--- src/rtl/pipe_hazard_ctrl.sv ---
// Stall/flush/halt sequencer for the 5-stage pipeline: drives register hold/clear
// controls and keeps saturating cycle/stall/flush performance counters.
module pipe_hazard_ctrl #(
    parameter int CNT_W = 32
) (
    input  logic             clk,
    input  logic             rst,
    input  logic             go,
    input  logic [4:0]       id_rs,
    input  logic [4:0]       id_rt,
    input  logic             id_use_rs,
    input  logic             id_use_rt,
    input  logic             ex_memtoreg,
    input  logic [4:0]       ex_wnum,
    input  logic             ex_redirect,
    input  logic             mem_wait,
    input  logic             halt_req,
    output logic             pc_hold,
    output logic             ifid_hold,
    output logic             idex_hold,
    output logic             exmem_hold,
    output logic             memwb_hold,
    output logic             ifid_flush,
    output logic             idex_flush,
    output logic             halted,
    output logic [CNT_W-1:0] cycle_cnt,
    output logic [CNT_W-1:0] stall_cnt,
    output logic [CNT_W-1:0] flush_cnt
);

    typedef enum logic [1:0] {
        S_RUN    = 2'd0,
        S_HALT   = 2'd1,
        S_RESUME = 2'd2
    } state_t;

    state_t state, state_nxt;
    logic   load_use;
    logic   stall_case;
    logic   flush_case;

    function automatic logic [CNT_W-1:0] sat_inc(input logic [CNT_W-1:0] v, input logic en);
        if (en && (v != {CNT_W{1'b1}}))
            return v + CNT_W'(1);
        return v;
    endfunction

    assign load_use = ex_memtoreg && (ex_wnum != 5'd0) &&
                      ((id_use_rs && (id_rs == ex_wnum)) ||
                       (id_use_rt && (id_rt == ex_wnum)));

    always_ff @(posedge clk) begin
        if (rst) begin
            state  <= S_RUN;
            halted <= 1'b0;
        end else begin
            state  <= state_nxt;
            halted <= (state_nxt == S_HALT);
        end
    end

    // RESUME lasts one cycle and masks halt_req so the SYSCALL can retire.
    always_comb begin
        state_nxt = state;
        case (state)
            S_RUN:    if (halt_req) state_nxt = S_HALT;
            S_HALT:   if (go) state_nxt = S_RESUME;
            S_RESUME: state_nxt = S_RUN;
            default:  state_nxt = S_RUN;
        endcase
    end

    always_comb begin
        pc_hold    = 1'b0;
        ifid_hold  = 1'b0;
        idex_hold  = 1'b0;
        exmem_hold = 1'b0;
        memwb_hold = 1'b0;
        ifid_flush = 1'b0;
        idex_flush = 1'b0;
        stall_case = 1'b0;
        flush_case = 1'b0;
        if (rst) begin
            // all controls inactive while in reset
        end else if ((state == S_HALT) || ((state == S_RUN) && halt_req)) begin
            {pc_hold, ifid_hold, idex_hold, exmem_hold, memwb_hold} = 5'b11111;
        end else if (mem_wait) begin
            {pc_hold, ifid_hold, idex_hold, exmem_hold, memwb_hold} = 5'b11111;
            stall_case = 1'b1;
        end else if (ex_redirect) begin
            // Redirect beats load-use: the ID instruction is squashed anyway.
            ifid_flush = 1'b1;
            idex_flush = 1'b1;
            flush_case = 1'b1;
        end else if (load_use) begin
            pc_hold    = 1'b1;
            ifid_hold  = 1'b1;
            idex_flush = 1'b1;
            stall_case = 1'b1;
        end
    end

    always_ff @(posedge clk) begin
        if (rst) begin
            cycle_cnt <= '0;
            stall_cnt <= '0;
            flush_cnt <= '0;
        end else begin
            cycle_cnt <= sat_inc(cycle_cnt, state != S_HALT);
            stall_cnt <= sat_inc(stall_cnt, stall_case);
            flush_cnt <= sat_inc(flush_cnt, flush_case);
        end
    end

endmodule

--- config.mk ---
export PLATFORM = sky130hd
export DESIGN_NAME = pipe_hazard_ctrl
export DESIGN_NICKNAME = d
export VERILOG_FILES = /design/src/rtl/pipe_hazard_ctrl.sv
export SDC_FILE = /design/constraint.sdc
export NUM_CORES = 1
export LEC_CHECK = 0
export CORE_ASPECT_RATIO = 0.5
export CORE_UTILIZATION = 40
export CTS_BUF_LIST = sky130_fd_sc_hd__clkbuf_2 sky130_fd_sc_hd__clkbuf_4 sky130_fd_sc_hd__clkbuf_8
export CTS_CLUSTER_SIZE = 16
export DETAILED_ROUTE_END_ITERATION = 16
export PLACE_DENSITY_LB_ADDON = 0.2
export REMOVE_ABC_BUFFERS = 1
export SLEW_MARGIN = 0
export SYNTH_ARGS = -nofsm -noshare
export SYNTH_HDL_FRONTEND = slang
export SYNTH_SLANG_ARGS = --single-unit
--- constraint.sdc ---
create_clock -name clk -period 3.7 [get_ports clk]
set_input_delay 0.74 -clock clk [delete_from_list [all_inputs] [get_ports clk]]
set_output_delay 0.74 -clock clk [all_outputs]
set_load 0.005 [all_outputs]
== After elaboration in Yosys (flattened, before gate mapping) ==
Cells that the tools add are included.
Word-level totals
  logic and storage cells: 58
  output and inout port bits: 104
  input port bits: 24
  flip-flop bits (word level): 99
Cells by class
  reductions and logical operators: 12
  mux-type cells: 30
  add/subtract/negate cells: 3
  equal/unequal tests: 8
Operator list (count)
  adder 32 x 1 -> 32 bit, second input constant: 3
  2-to-1 mux 32 bit: 3
  != test 32 bit, second input constant: 3
  2-to-1 mux 1 bit: 24
  equality test 5 bit: 2
  logical AND 1 bit: 8
  nonzero test 5 bit: 1
  equality test 2 x 1 -> 1 bit, second input constant: 2
  2-to-1 mux 2 bit: 2
  one-hot mux 2 bit (2 select lines): 1
  zero test 2 bit: 1
  logical OR 1 bit: 2
  != test 2 x 1 -> 1 bit, second input constant: 1

== Depth between registers and ports, before layout ==
Gate-level depths: netlist (run 1).
  depth after elaboration: 12
  mapped depth: 10
  depth with buffers taken out: 8

== Worst setup path after synthesis (run 1) ==
OpenSTA, ideal clock, no wires.
  path kind: input to output
  start point: input ex_wnum[1]
  end point: output pc_hold
  setup slack: 964 ps
  data arrival time: 1996 ps
  required time: 2960 ps
  cell stages on the path: 7
  cell sequence: or4_1 o21ai_0 nor2_1 o21a_1 nor3_1 nor2_1 buf_4
On the way
  longest elaborated chain between the ends: 9
  elaborated cells on any way between the ends: 13
RTL lines
  start, declared: line 14  | input logic [4:0] ex_wnum,
  equality test 5 bit, on equally long branches: line 49, 50
  logical AND 1 bit, on equally long branches: line 49, 50
  logical OR 1 bit: line 49  | ((id_use_rs && (id_rs == ex_wnum)) ||
  logical AND 1 bit (*): line 48  | assign load_use = ex_memtoreg && (ex_wnum != 5'd0) &&
  2-to-1 mux 1 bit (*) (5 in series)
  end, declared: line 18  | output logic pc_hold,
Mark *: on every way between the ends. The rest lies on a longest branch, timed or not.

== Final worst setup path (run 1) ==
  start point: input ex_wnum[2]
  end point: output pc_hold
On the way
  longest elaborated chain between the ends: 9
  elaborated cells on any way between the ends: 13
RTL lines
  equality test 5 bit, on equally long branches: line 49, 50
  logical AND 1 bit, on equally long branches: line 49, 50
  logical OR 1 bit: line 49
  logical AND 1 bit (*): line 48
  2-to-1 mux 1 bit (*): line 95  | end else if (load_use) begin
  2-to-1 mux 1 bit (*): line 90  | end else if (ex_redirect) begin
  2-to-1 mux 1 bit (*): line 87  | end else if (mem_wait) begin
  2-to-1 mux 1 bit (*): line 85  | end else if ((state == S_HALT) || ((state == S_RUN) && halt_req)) begin
  2-to-1 mux 1 bit (*): line 83  | if (rst) begin
Marks and branches as above.

==> metrics.txt, run 1 <==
post-synthesis sequential area ratio 41.4%; post-synthesis cell count 580; switching fraction of total power 24.4%; worst-margin pin slew 0.653 ns; Post-Syn Area 0.00478 mm2; Post-synth EDFFs 0; Core Area 0.0113 mm2; PwrDens 298 mW/mm2; Clock Skews 0.00977 ns; crit path launch type input pin; Port-buffer cells 127; clk buf depth 2; postcts setup bufs 0; Hold WC Path Type flop to flop; top_reg_cell synth dfxtp_1; Post-DP HPWL 8.53 mm; Clk pin slew, worst setup/hold paths 0.10 ns; CP Max Fanout 2; relative max-transition margin 56.2%; Yosys cell types 45; Seq pwr share 56.0%; Clk pwr share 37.9%; initial antenna violation count 0; Critical Path RT 2.96 ns; worst min-delay path endpoint state[1]; Max Cap Viol 0; Clk Latency, worst-skew pair 0.36 ns; final std cells w/o fill 872; DRC Markers 0; H-tree depth 3; Reg2Reg Depth 9; max frequency 0.278 GHz; Die Y 79.3 um; Reg2Reg Launch Point stall_cnt[0]; via count 4516; crit path kind input pin to primary output; vias in the first global route 3959; largest net degree at the start of global routing 61; R2R Setup Slk 1.07 ns; GRT Total Usage 19.0%; total CTS buffers 9; GRT Residual Overflow 0; Layout area overhead 35.5%; P_int 1.46 mW; initial DRC count 196; CTS sink count 99; Via density 5.18; LEAKAGE 2.18 nW; # diodes 0; crit path DAT 2.85 ns; sw power 0.472 mW; Ys Warns 0; first-pass GRT wire length 18.9 mm; worst hold path cell count 2; initial core utilization 42.3%; final setup fails 0; hold path start state[0]; fin nets 735; DRT antenna net count 0; setup TNS 0 ns; part of the power in combinational logic 6.2%; First-pass DRT Iterations 4; syn_area_per_cell 8.25 um2; RSZ-0062 raised after global routing false; drt total wl 11.8 mm; die width 157 um; layout cell share with drive strength beyond 1 6.59%; #FFs+latches synth 99; Die ar. 0.0124 mm2; Resized cells post-CTS 0; status finished clean; Max Slew Vio Count 0; Final Hold Slack 0.503 ns; Wirelength per Cell 13.5 um; Post-synth ARST share 0%; worst r2r dst stall_cnt[7]; final hold viol count 0; hold_buf cts 0; capturing element type of the critical path primary output; # IOs 128; fin crit period 3.59 ns; row count 27; VDD IR max 0.175 mV; clk root buf clkbuf_8; gp weighted congestion 0.786; fin crit share 97.2%; CTS tree done; Inst Count DP 856
==> metrics by stage <==
step	cell area, um2	power (mW)	util [%]	setup slack, ns
4_1_cts	6470	1.96	57.2	0.00424
3_5_place_dp	6260	1.23	55.3	0.0102
5_1_grt	6480	2.01	57.3	0.0220
3_3_place_gp	6260	1.22	55.3	0.0341
2_1_floorplan	4680	1.14	-	0.933
6_report	6480	1.93	57.3	0.105
==> worst max-delay path, stage by stage <==
cell             delay (ns)
clkdlybuf4s50_1        0.44
buf_4                  0.16
or4_1                  0.53
o21ai_2                0.15
nor2_1                 0.05
o21a_1                 0.13
nor3_1                 0.13
nor2_1                 0.07
clkdlybuf4s50_1        0.46
==> registers in the layout, indices dropped and copies added (netlist names) <==
register	cells
stall_cnt	32
cycle_cnt	32
halted	1
state	2
flush_cnt	32
==> Yosys cell counts, types with 3 or more instances <==
master | number | area (um2)
o21ai_0 | 30 | 150
o31ai_1 | 6 | 45.0
buf_4 | 3 | 22.5
or2_2 | 3 | 18.8
nor2b_1 | 3 | 18.8
or3_1 | 27 | 169
nor3_1 | 16 | 80.1
nor4_2 | 3 | 37.5
nand3_1 | 42 | 210
a21oi_1 | 35 | 175
ha_1 | 3 | 37.5
or4_1 | 9 | 67.6
buf_2 | 4 | 20.0
mux2i_1 | 3 | 30.0
nor4_1 | 6 | 37.5
clkbuf_1 | 17 | 63.8
inv_1 | 12 | 45.0
nand2_1 | 36 | 135
and3_1 | 16 | 100
nand2b_1 | 4 | 25.0
nand4_1 | 21 | 131
xnor2_1 | 21 | 184
nor2_1 | 82 | 308
xor2_1 | 47 | 412
dfxtp_1 | 99 | 1980
and2_1 | 4 | 25.0
and4_1 | 9 | 78.8
==> kinds of logic after synthesis <==
kind of cell,after synthesis,share of synthesized area (%)
compound gates,79,9.16
xor+xnor,68,12.5
fa+ha+maj,3,0.785
buf+inv,36,3.16
flops,99,41.4
mux,4,0.863
simple gates,291,32.1
==> per-layer routing <==
layer	share of wire [%]	track usage, %	up-vias
met5	0	0	-
met4	0.29	4.41	0
met3	4.8	5.29	2
met2	46	31.1	83
met1	49	24.8	2125
li1	-	-	2306
==> power by group through the flow <==
stage | Clock, mW | Sequential, mW | Combinational [mW]
after floorplan | 0 | 1.10 | 0.0349
after global routing | 0.800 | 1.08 | 0.129
after CTS | 0.753 | 1.08 | 0.121
final | 0.732 | 1.08 | 0.119
after detailed placement | 0 | 1.11 | 0.119
after global placement | 0 | 1.11 | 0.119
==> worst max path at each step <==
stage / startpoint / to / slack (ns) / cells after the start
2_1_floorplan: ex_wnum[1] / stall_cnt[7] / 0.93 / 7
3_3_place_gp: ex_wnum[2] / pc_hold / 0.03 / 9
3_5_place_dp: ex_wnum[2] / ifid_hold / 0.01 / 9
4_1_cts: ex_wnum[2] / ifid_hold / 0.004 / 9
5_1_grt: ex_wnum[3] / pc_hold / 0.02 / 9
6_report: ex_wnum[2] / pc_hold / 0.11 / 9
==> cells in the final DEF (no fill, tap or decap), drive strengths merged, types with 9 or more instances in the layout <==
master / synthesis / layout
clkdlybuf4s50: 0 / 123
dfxtp: 99 / 99
nor2: 82 / 82
xor2: 47 / 47
nand3: 43 / 43
nand2: 37 / 37
a21oi: 35 / 35
o21ai: 30 / 30
or3: 27 / 27
nand4: 22 / 22
xnor2: 21 / 21
and3: 16 / 16
nor3: 16 / 16
buf: 7 / 15
inv: 12 / 14
or4: 10 / 10
and4: 9 / 9
clkbuf: 17 / 9
nor4: 9 / 9
==> final cells by class <==
type / count / area (um2)
repair buffers: 141 / 1390
clock inverters: 7 / 86.3
flip-flops and latches: 99 / 1980
well taps: 159 / 199
fillers: 1072 / 4830
inverters: 12 / 45.0
multi-input cells: 445 / 2650
clock buffers: 9 / 124
(Power assumes the default switching activity.)
==> run 2, diff against run 1 <==
==> constraint.sdc (replaced) <==
create_clock -name clk -period 3.3 [get_ports clk]
set_input_delay 0.66 -clock clk [delete_from_list [all_inputs] [get_ports clk]]
set_output_delay 0.66 -clock clk [all_outputs]
set_load 0.005 [all_outputs]
==> run 2 against run 1 <==
Effect of this change: power grew 15%; critical endpoint unchanged; clock-buffer cell count is 1 higher; largest cell class unchanged; via count fell by 0.51%; global-route usage is 0.40 points higher; setup slack improved by 0.040 ns; combinational power grew 13%; critical path depth is the same; die area unchanged; clock power up 19%; hold slack lost 0.0095 ns; wire length fell by 0.15%.
==> metrics.txt, run 2 (synthesized netlist as in run 1, its figures left out) <==
first-pass GRT wire length 19.4 mm; Clock Skews 0.0110 ns; CP Cell Sequence clkdlybuf4s50_1, buf_4, or4_1, o21ai_1, nor2_1, o21a_1, nor3_1, nor2_1, dlygate4sd2_1; CP Max Fanout 2; LEAKAGE 2.18 nW; Reg2Reg Depth 9; PwrDens 340 mW/mm2; capturing element type of the critical path primary output; CP Buf/Inv Count 3; CTS tree done; row count 27; worst r2r dst stall_cnt[7]; # diodes 0; largest stage delay on the critical path 0.44 ns; Via density 5.13; Wirelength per Cell 13.4 um; Hold WC Path Type flop to flop; Max Cap Viol 0; GRT Residual Overflow 0; most frequent cells in the layout 120 x clkdlybuf4s50_1, 99 x dfxtp_1, 82 x nor2_1; Reg area 0.00198 mm2; initial core utilization 42.3%; max frequency 0.317 GHz; Inst Count DP 859; crit path DAT 2.50 ns; initial DRC count 291; Reg2Reg Launch Point stall_cnt[0]; fill cell count 1034; DRC Markers 0; most frequent CP cell nor2_1; post-layout util 57.6%; Die Y 79.3 um; worst hold path cell count 2; Die ar. 0.0124 mm2; crit path launch type input pin; Slowest-stage cell, CP clkdlybuf4s50_1; H-tree depth 3; R2R Setup Slk 0.66 ns; DRT antenna net count 0; Core Area 0.0113 mm2; Clk pin slew, worst setup/hold paths 0.09 ns; First-pass DRT Iterations 6; area of the multi-input gates 0.00266 mm2; gp weighted congestion 0.776; final worst slack 0.145 ns; worst-margin pin slew 0.652 ns; Max Slew Vio Count 0; final setup fails 0; most common cell after layout, fill and taps aside clkdlybuf4s50_1; final std cells w/o fill 876; Port-buffer cells 127; worst slack, placed -0.318 ns; crit path kind input pin to primary output; top flop regs cycle_cnt x32, flush_cnt x32, stall_cnt x32; status finished clean; clk buf depth 2; VDD IR max 0.206 mV; largest net degree at the start of global routing 61; CTS sink count 99; final hold viol count 0; Largest delay share family, worst path buffers and inverters; GRT Total Usage 19.4%; fin nets 739; clk root buf clkbuf_8; fin crit share 95.6%; Critical Path RT 2.64 ns; total power 2.22 mW; hold_buf cts 0; # IOs 128; relative max-transition margin 56.5%; via count 4493; worst min-delay path endpoint state[1]; layout cell share with drive strength beyond 1 7.25%; hold path start state[0]; die width 157 um; initial antenna violation count 0; Clk Latency, worst-skew pair 0.36 ns; RSZ-0062 raised after global routing false; drt total wl 11.8 mm; Post-DP HPWL 8.50 mm; total CTS buffers 9; vias in the first global route 4021; Layout area overhead 36.2%; setup TNS 0 ns; fin crit period 3.16 ns
run 2: cell types whose count changed in the layout (fill, tap and decap cells not counted), moves of 2 or more:
| cell | change |
|---|---|
| buf_4 | +5 |
| clkdlybuf4s50_1 | -3 |
| clkinv_2 | +2 |
| clkinv_4 | -3 |
| dlygate4sd2_1 | +5 |
| dlymetal6s2s_1 | -3 |
| inv_8 | -2 |
run 2: worst max-delay path by stage:
stage,start,cells after the start,slack [ns],end
detailed placement,ex_wnum[2],11,-0.32,idex_flush
finish,ex_wnum[4],9,0.14,pc_hold
CTS,id_rs[1],11,0.08,idex_flush
global placement,ex_wnum[2],11,-0.23,idex_flush
floorplan,ex_wnum[1],7,0.61,stall_cnt[7]
global route,ex_wnum[4],9,0.02,pc_hold
run 2: where the power goes:
group | internal [mW] | switching (mW) | leakage (nW) | total (mW)
Clock | 0.448 | 0.422 | 0.113 | 0.870
Sequential | 1.20 | 0.0105 | 0.798 | 1.21
Combinational | 0.0704 | 0.0636 | 1.27 | 0.134
Total | 1.72 | 0.496 | 2.18 | 2.22
run 2: per-stage QoR:
step | hold WS, ns | instance area, um2
after floorplan | 0.449 | 4680
after global placement | 0.477 | 6280
after detailed placement | 0.492 | 6280
after CTS | 0.501 | 6510
after global routing | 0.516 | 6510
final | 0.493 | 6510
run 2: per-layer routing:
layer / wire, um / global-route usage, % / vias to the layer above
met5: 0 / 0 / -
met4: 61 / 4.41 / 0
met3: 604 / 6.00 / 5
met2: 5350 / 31.2 / 75
met1: 5750 / 25.5 / 2109
li1: - / - / 2304
run 2: what timing repair did:
action,CTS,global route
resized for setup,9,0
setup endpoints to repair,3,1
pin swaps,4,2
setup buffers,1,0
gates cloned,0,0
run 2: worst min-delay path: stages, from the launching register on:
cell and delay (ns):
dfxtp_1 0.35, nand2_1 0.07, nor3_1 0.04
run 2: cell type report:
cell class              count  share of cell area (%)
clock buffers              10                    2.11
clock inverters             6                    1.33
inverters                  12                   0.692
multi-input cells         445                    40.8
flip-flops and latches     99                    30.4
well taps                 159                    3.05
repair buffers            145                    21.6
==> run 3, diff against run 2 <==
--- a/config.mk
+++ b/config.mk
@@ -12,7 +12,7 @@
 export DETAILED_ROUTE_END_ITERATION = 16
 export PLACE_DENSITY_LB_ADDON = 0.2
 export REMOVE_ABC_BUFFERS = 1
-export SLEW_MARGIN = 0
+export SETUP_SLACK_MARGIN = 0.3
 export SYNTH_ARGS = -nofsm -noshare
 export SYNTH_HDL_FRONTEND = slang
 export SYNTH_SLANG_ARGS = --single-unit
==> run 3 against run 2 <==
Effect of this change: die area unchanged; sequential share of layout area is 0.14 points lower; combinational power barely moved; final area up 0.46%; critical path depth rose by 2; final cell count unchanged; global-route usage barely moved; critical path type unchanged; clock-buffer cell count unchanged; setup slack better by 0.25 ns.
==> metrics.txt, run 3 (synthesized netlist as in run 1, its figures left out) <==
Die Y 79.3 um; Port-buffer cells 127; layout cell share with drive strength beyond 1 8.65%; routing usage on met1 25.4%; max frequency 0.344 GHz; crit path DAT 2.24 ns; first-pass GRT wire length 19.4 mm; Max Cap Viol 0; Max Slew Vio Count 0; Layout area overhead 36.8%; Wirelength per Cell 13.5 um; most frequent cells in the layout 110 x clkdlybuf4s50_1, 99 x dfxtp_1, 80 x nor2_1; Clock Skews 0.0128 ns; final hold viol count 0; initial core utilization 42.3%; status finished clean; final setup fails 0; GRT Residual Overflow 0; Hold WC Path Type flop to flop; PwrDens 340 mW/mm2; clk root buf clkbuf_8; LEAKAGE 2.22 nW; hold_buf cts 0; top flop regs cycle_cnt x32, flush_cnt x32, stall_cnt x32; Core Area 0.0113 mm2; initial DRC count 287; worst-margin pin slew 0.657 ns; fin crit period 2.90 ns; CP Max Fanout 2; DRT antenna net count 0; Die ar. 0.0124 mm2; Post-DP HPWL 8.50 mm; total CTS buffers 9; Clk pin slew, worst setup/hold paths 0.09 ns; Via density 5.15; GRT Total Usage 19.4%; drt total wl 11.9 mm; layer with the highest usage met2; initial antenna violation count 0; crit path kind input pin to primary output; die width 157 um; # IOs 128; gp weighted congestion 0.776; vias in the first global route 4034; clk buf depth 2; crit path launch type input pin; CTS tree done; relative max-transition margin 56.2%; capturing element type of the critical path primary output; RSZ-0062 raised after global routing false; CTS sink count 99; First-pass DRT Iterations 5; grt met2 use 31.3%; Clk Latency, worst-skew pair 0.36 ns; VDD IR max 0.205 mV; most common cell after layout, fill and taps aside clkdlybuf4s50_1; row count 27; H-tree depth 3; Final Hold Slack 0.496 ns; # diodes 0; largest net degree at the start of global routing 61; met3 Use GR 6.00%; total power 2.22 mW; fin nets 739; fill cell count 1033; fin crit share 88.0%; Critical Path RT 2.64 ns; DRC Markers 0; via count 4508
[run 3: cell count changes in the layout (fill, tap and decap cells not counted), sizes merged]
cell           before  now
dlymetal6s2s        0    2
clkdlybuf4s50     120  110
clkdlybuf4s15       0    2
buf                20   23
clkbuf             10   11
dlygate4sd2         5    7
[run 3: final timing paths]
| path | startpoint | endpoint | slack (ns) | depth (start not counted) |
|---|---|---|---|---|
| min | state[0] | state[1] | 0.50 | 2 |
| max | id_rs[2] | idex_flush | 0.40 | 11 |
| max reg2reg | stall_cnt[0] | stall_cnt[7] | 0.65 | 9 |
| min reg2reg | state[0] | state[1] | 0.50 | 2 |
[run 3: per-stage QoR]
stage                     util [%]  setup WS [ns]  cells  TNS (ns)  cell area, um2
after floorplan                  -          0.613    556         0            4680
after global placement        55.5         -0.233    859    -0.641            6280
after detailed placement      55.5         -0.318    859    -0.751            6280
after CTS                     57.6          0.259    876         0            6520
after global routing          57.8          0.291    876         0            6540
final                         57.8          0.397    876         0            6540
[run 3: repair_timing]
action                     in CTS  in global routing
hold endpoints to repair        0                  0
pin swaps                       7                  8
setup buffers                   1                  0
resized for setup              32                 13
setup endpoints to repair       4                  4
[run 3: per-layer routing]
metal	share of wire (%)	vias up
met5	0	-
met4	0.55	0
met3	5.2	5
met2	45	80
met1	49	2121
li1	-	2302
[run 3: final cells by class]
type | instances | area, um2 | area share (%)
multi-input cells | 445 | 2690 | 41.1
repair buffers | 145 | 1400 | 21.4
well taps | 159 | 199 | 3.04
flip-flops and latches | 99 | 1980 | 30.3
clock buffers | 10 | 138 | 2.10
inverters | 12 | 45.0 | 0.688
clock inverters | 6 | 86.3 | 1.32
[run 3: power breakdown]
part	switching, mW	internal, mW	leakage (nW)	total [mW]
sequential	0.0105	1.20	0.798	1.21
combinational	0.0666	0.0686	1.31	0.135
clock	0.427	0.448	0.113	0.875
[run 3: worst max-delay path, cell delays in order]
cell           delay, ns
dlygate4sd2_1       0.24
xor2_1              0.14
nor4_2              0.27
buf_4               0.15
and3_4              0.18
nor2_2              0.04
nor2_1              0.09
nor2_1              0.05
nor4_1              0.17
buf_4               0.16
buf_6               0.08
==> edit, RTL diff (settings of run 1) <==
The 3 states of `state_t` get a one-hot encoding in 3 bits.
--- a/src/rtl/pipe_hazard_ctrl.sv
+++ b/src/rtl/pipe_hazard_ctrl.sv
@@ -30,6 +30,6 @@
 
-    typedef enum logic [1:0] {
-        S_RUN    = 2'd0,
-        S_HALT   = 2'd1,
-        S_RESUME = 2'd2
+    typedef enum logic [2:0] {
+        S_RUN    = 3'b001,
+        S_HALT   = 3'b010,
+        S_RESUME = 3'b100
     } state_t;
Formal check against the unedited RTL: no difference found for any inputs over 4 cycles, from zero or initial values and one cycle with rst high; so few cycles prove little.
==> edit against run 1 <==
Non-clock buffer count down 10. First-iteration DRC count increased by 42%. Synthesized area is 6.7% higher. Global-route usage increased by 0.59 points. Die area grew 6.6%. Cell area up 3.4%. Sequential cell count is 1 higher. Critical path depth decreased by 2. Routed wire length increased by 8.0%. Total power rose by 4.5%. Setup slack better by 0.052 ns. Register-to-register slack got worse by 0.04 ns. Critical path type unchanged. Largest power group unchanged. Highest routed layer unchanged.
==> edit: results (changes against run 1) <==
- IO buf count: 127 (unchanged)
- CP max-delay cell: or4_1
- Critical Path Max Stage Delay: 0.57 ns (+0.04 ns)
- Post-CTS Setup Bufs: 0 (unchanged)
- Final nets: 742 (+0.95%)
- DP HPWL: 9.03 mm (+5.8%)
- Global routing met1 resource utilization: 25.9% (+1.1 points)
- H-Tree Depth: 3 (unchanged)
- Number of buffers created by CTS: 9 (unchanged)
- Hold Crit Class: flip-flop to flip-flop
- Post-Route M1 WL: 6.11 mm (+5.5%)
- Slew headroom: 45.3% (-11 points)
- Fillers: 1144 (+6.7%)
- Seq/Total Area, Yosys: 39.2% (-2.2 points)
- Top post-synthesis cells by area: dfxtp_1 39%, nor2_1 6.1%, xnor2_1 6.0%, xor2_1 5.0%, nand4_1 4.7%
- Grt met3 use: 5.15% (-0.14 points)
- Leak: 2.13 nW (-1.9%)
- Gpl congestion: 0.767 (-2.5%)
- Number of global-route vias before repair: 4238 (+7.0%)
- Global-route wire length before repair: 20.9 mm (+10%)
- CP Max Fanout: 3 (+1)
- Initial antenna violation count: 0 (unchanged)
- Post-DP Area: 6470 sq um (+3.4%)
- CTS Root Cell: clkbuf_8
- Post-synth top cells: 100 x dfxtp_1, 83 x nor2_1, 40 x nand2_1, 38 x nand3_1, 38 x nand4_1
- Routed vias/inst: 5.44 (+5.0%)
- Later-pin clock latency in the skew report: 0.38 ns (+0.02 ns)
- Biggest registers after layout: cycle_cnt: 32 flops, flush_cnt: 32 flops, stall_cnt: 32 flops
- Tcrit/Tclk final: 95.8% (-1.4 points)
- Total GRT Usage: 19.6% (+0.59 points)
- Ant. Diodes: 0 (unchanged)
- Total iterations of the first detailed-routing run: 4 (unchanged)
- PwrDens: 301 nW/um^2 (+1.1%)
- WL met2: 5.97 mm (+11%)
- Routed wire length: 12.7 mm (+8.0%)
- Post-synthesis async set-or-reset flop share: 0% (unchanged)
- Share of layout cells above drive strength 1: 6.54% (-0.055 points)
- DRC viols: 0 (unchanged)
- Family with the most delay on the worst path: buffers and inverters
- DP Worst Slack: 0.151 ns (+0.141 ns)
- Yosys warnings: 0 (unchanged)
- Final Skew: 0.0151 ns (+0.00534 ns)
- CTS max path bufs: 2 (unchanged)
- Met3 Routed Length: 577 microns (+2.1%)
- VDD IR max: 0.172 mV (-1.6%)
- Status: completed
- Initial DRC count: 279 (+42%)
- Library cells used by synthesis: 51 (+13%)
- R2R Setup Slk: 1.03 ns (-0.04 ns)
- Pin count of the biggest net entering global routing: 78 (+28%)
- Worst-path clk slew: 0.09 ns
- CP arrival: 2.80 ns (-0.05 ns)
- Met2 Use GR: 31.7% (+0.60 points)
[edit: cell types whose count changed in the layout (fill, tap and decap cells not counted), sizes merged, moves of 6 or more]
cell    before  now
nand4       22   38
or4         10   16
nor3        16   22
o41ai        0    6
o21ai       30   15
mux2         1    7
a21oi       35   25
xnor2       21   35
buf         15    5
or3         27   13
o31ai        6   12
xor2        47   29
o311ai       0    6
[edit: through the flow]
| stage | cells | hold WS (ns) |
|---|---|---|
| final | 884 | 0.495 |
| after CTS | 884 | 0.498 |
| after global routing | 884 | 0.532 |
| after global placement | 869 | 0.468 |
| after detailed placement | 869 | 0.482 |
| after floorplan | 573 | 0.460 |
[edit: power by group]
part           leakage [nW]  internal (W)  switching (W)  total, W
clock network         0.109      0.000400       0.000393  0.000793
logic                  1.22     0.0000683      0.0000673  0.000136
registers             0.807       0.00108     0.00000885   0.00109
[edit: timing repair]
action / in CTS / in global routing
gates resized for setup: 0 / 1
setup endpoints to repair: 0 / 2
hold buffers: 0 / 0
[edit: cells by family after synthesis]
group	after synthesis	synth area share, %
AND/OR/NAND/NOR	313	33.6
flip-flops	100	39.2
AO/OA/AOI/OAI	74	9.73
XOR/XNOR	64	11.0
buffers and inverters	37	3.60
multiplexers	10	2.13
adder cells (fa/ha/maj)	3	0.735
[edit: final cells by class]
cell class              instances  area share [%]
flip-flops and latches        100            29.9
repair buffers                131            19.6
clock inverters                 5            1.27
multi-input cells             464            43.7
clock buffers                  10            2.05
inverters                       9           0.504
well taps                     165            3.08
[edit: path summary, 6_finish.rpt]
check / from / endpoint / depth (start not counted)
max: ex_wnum[1] / ifid_hold / 7
min reg2reg: flush_cnt[6] / flush_cnt[6] / 1
min: flush_cnt[6] / flush_cnt[6] / 1
max reg2reg: stall_cnt[0] / stall_cnt[7] / 8
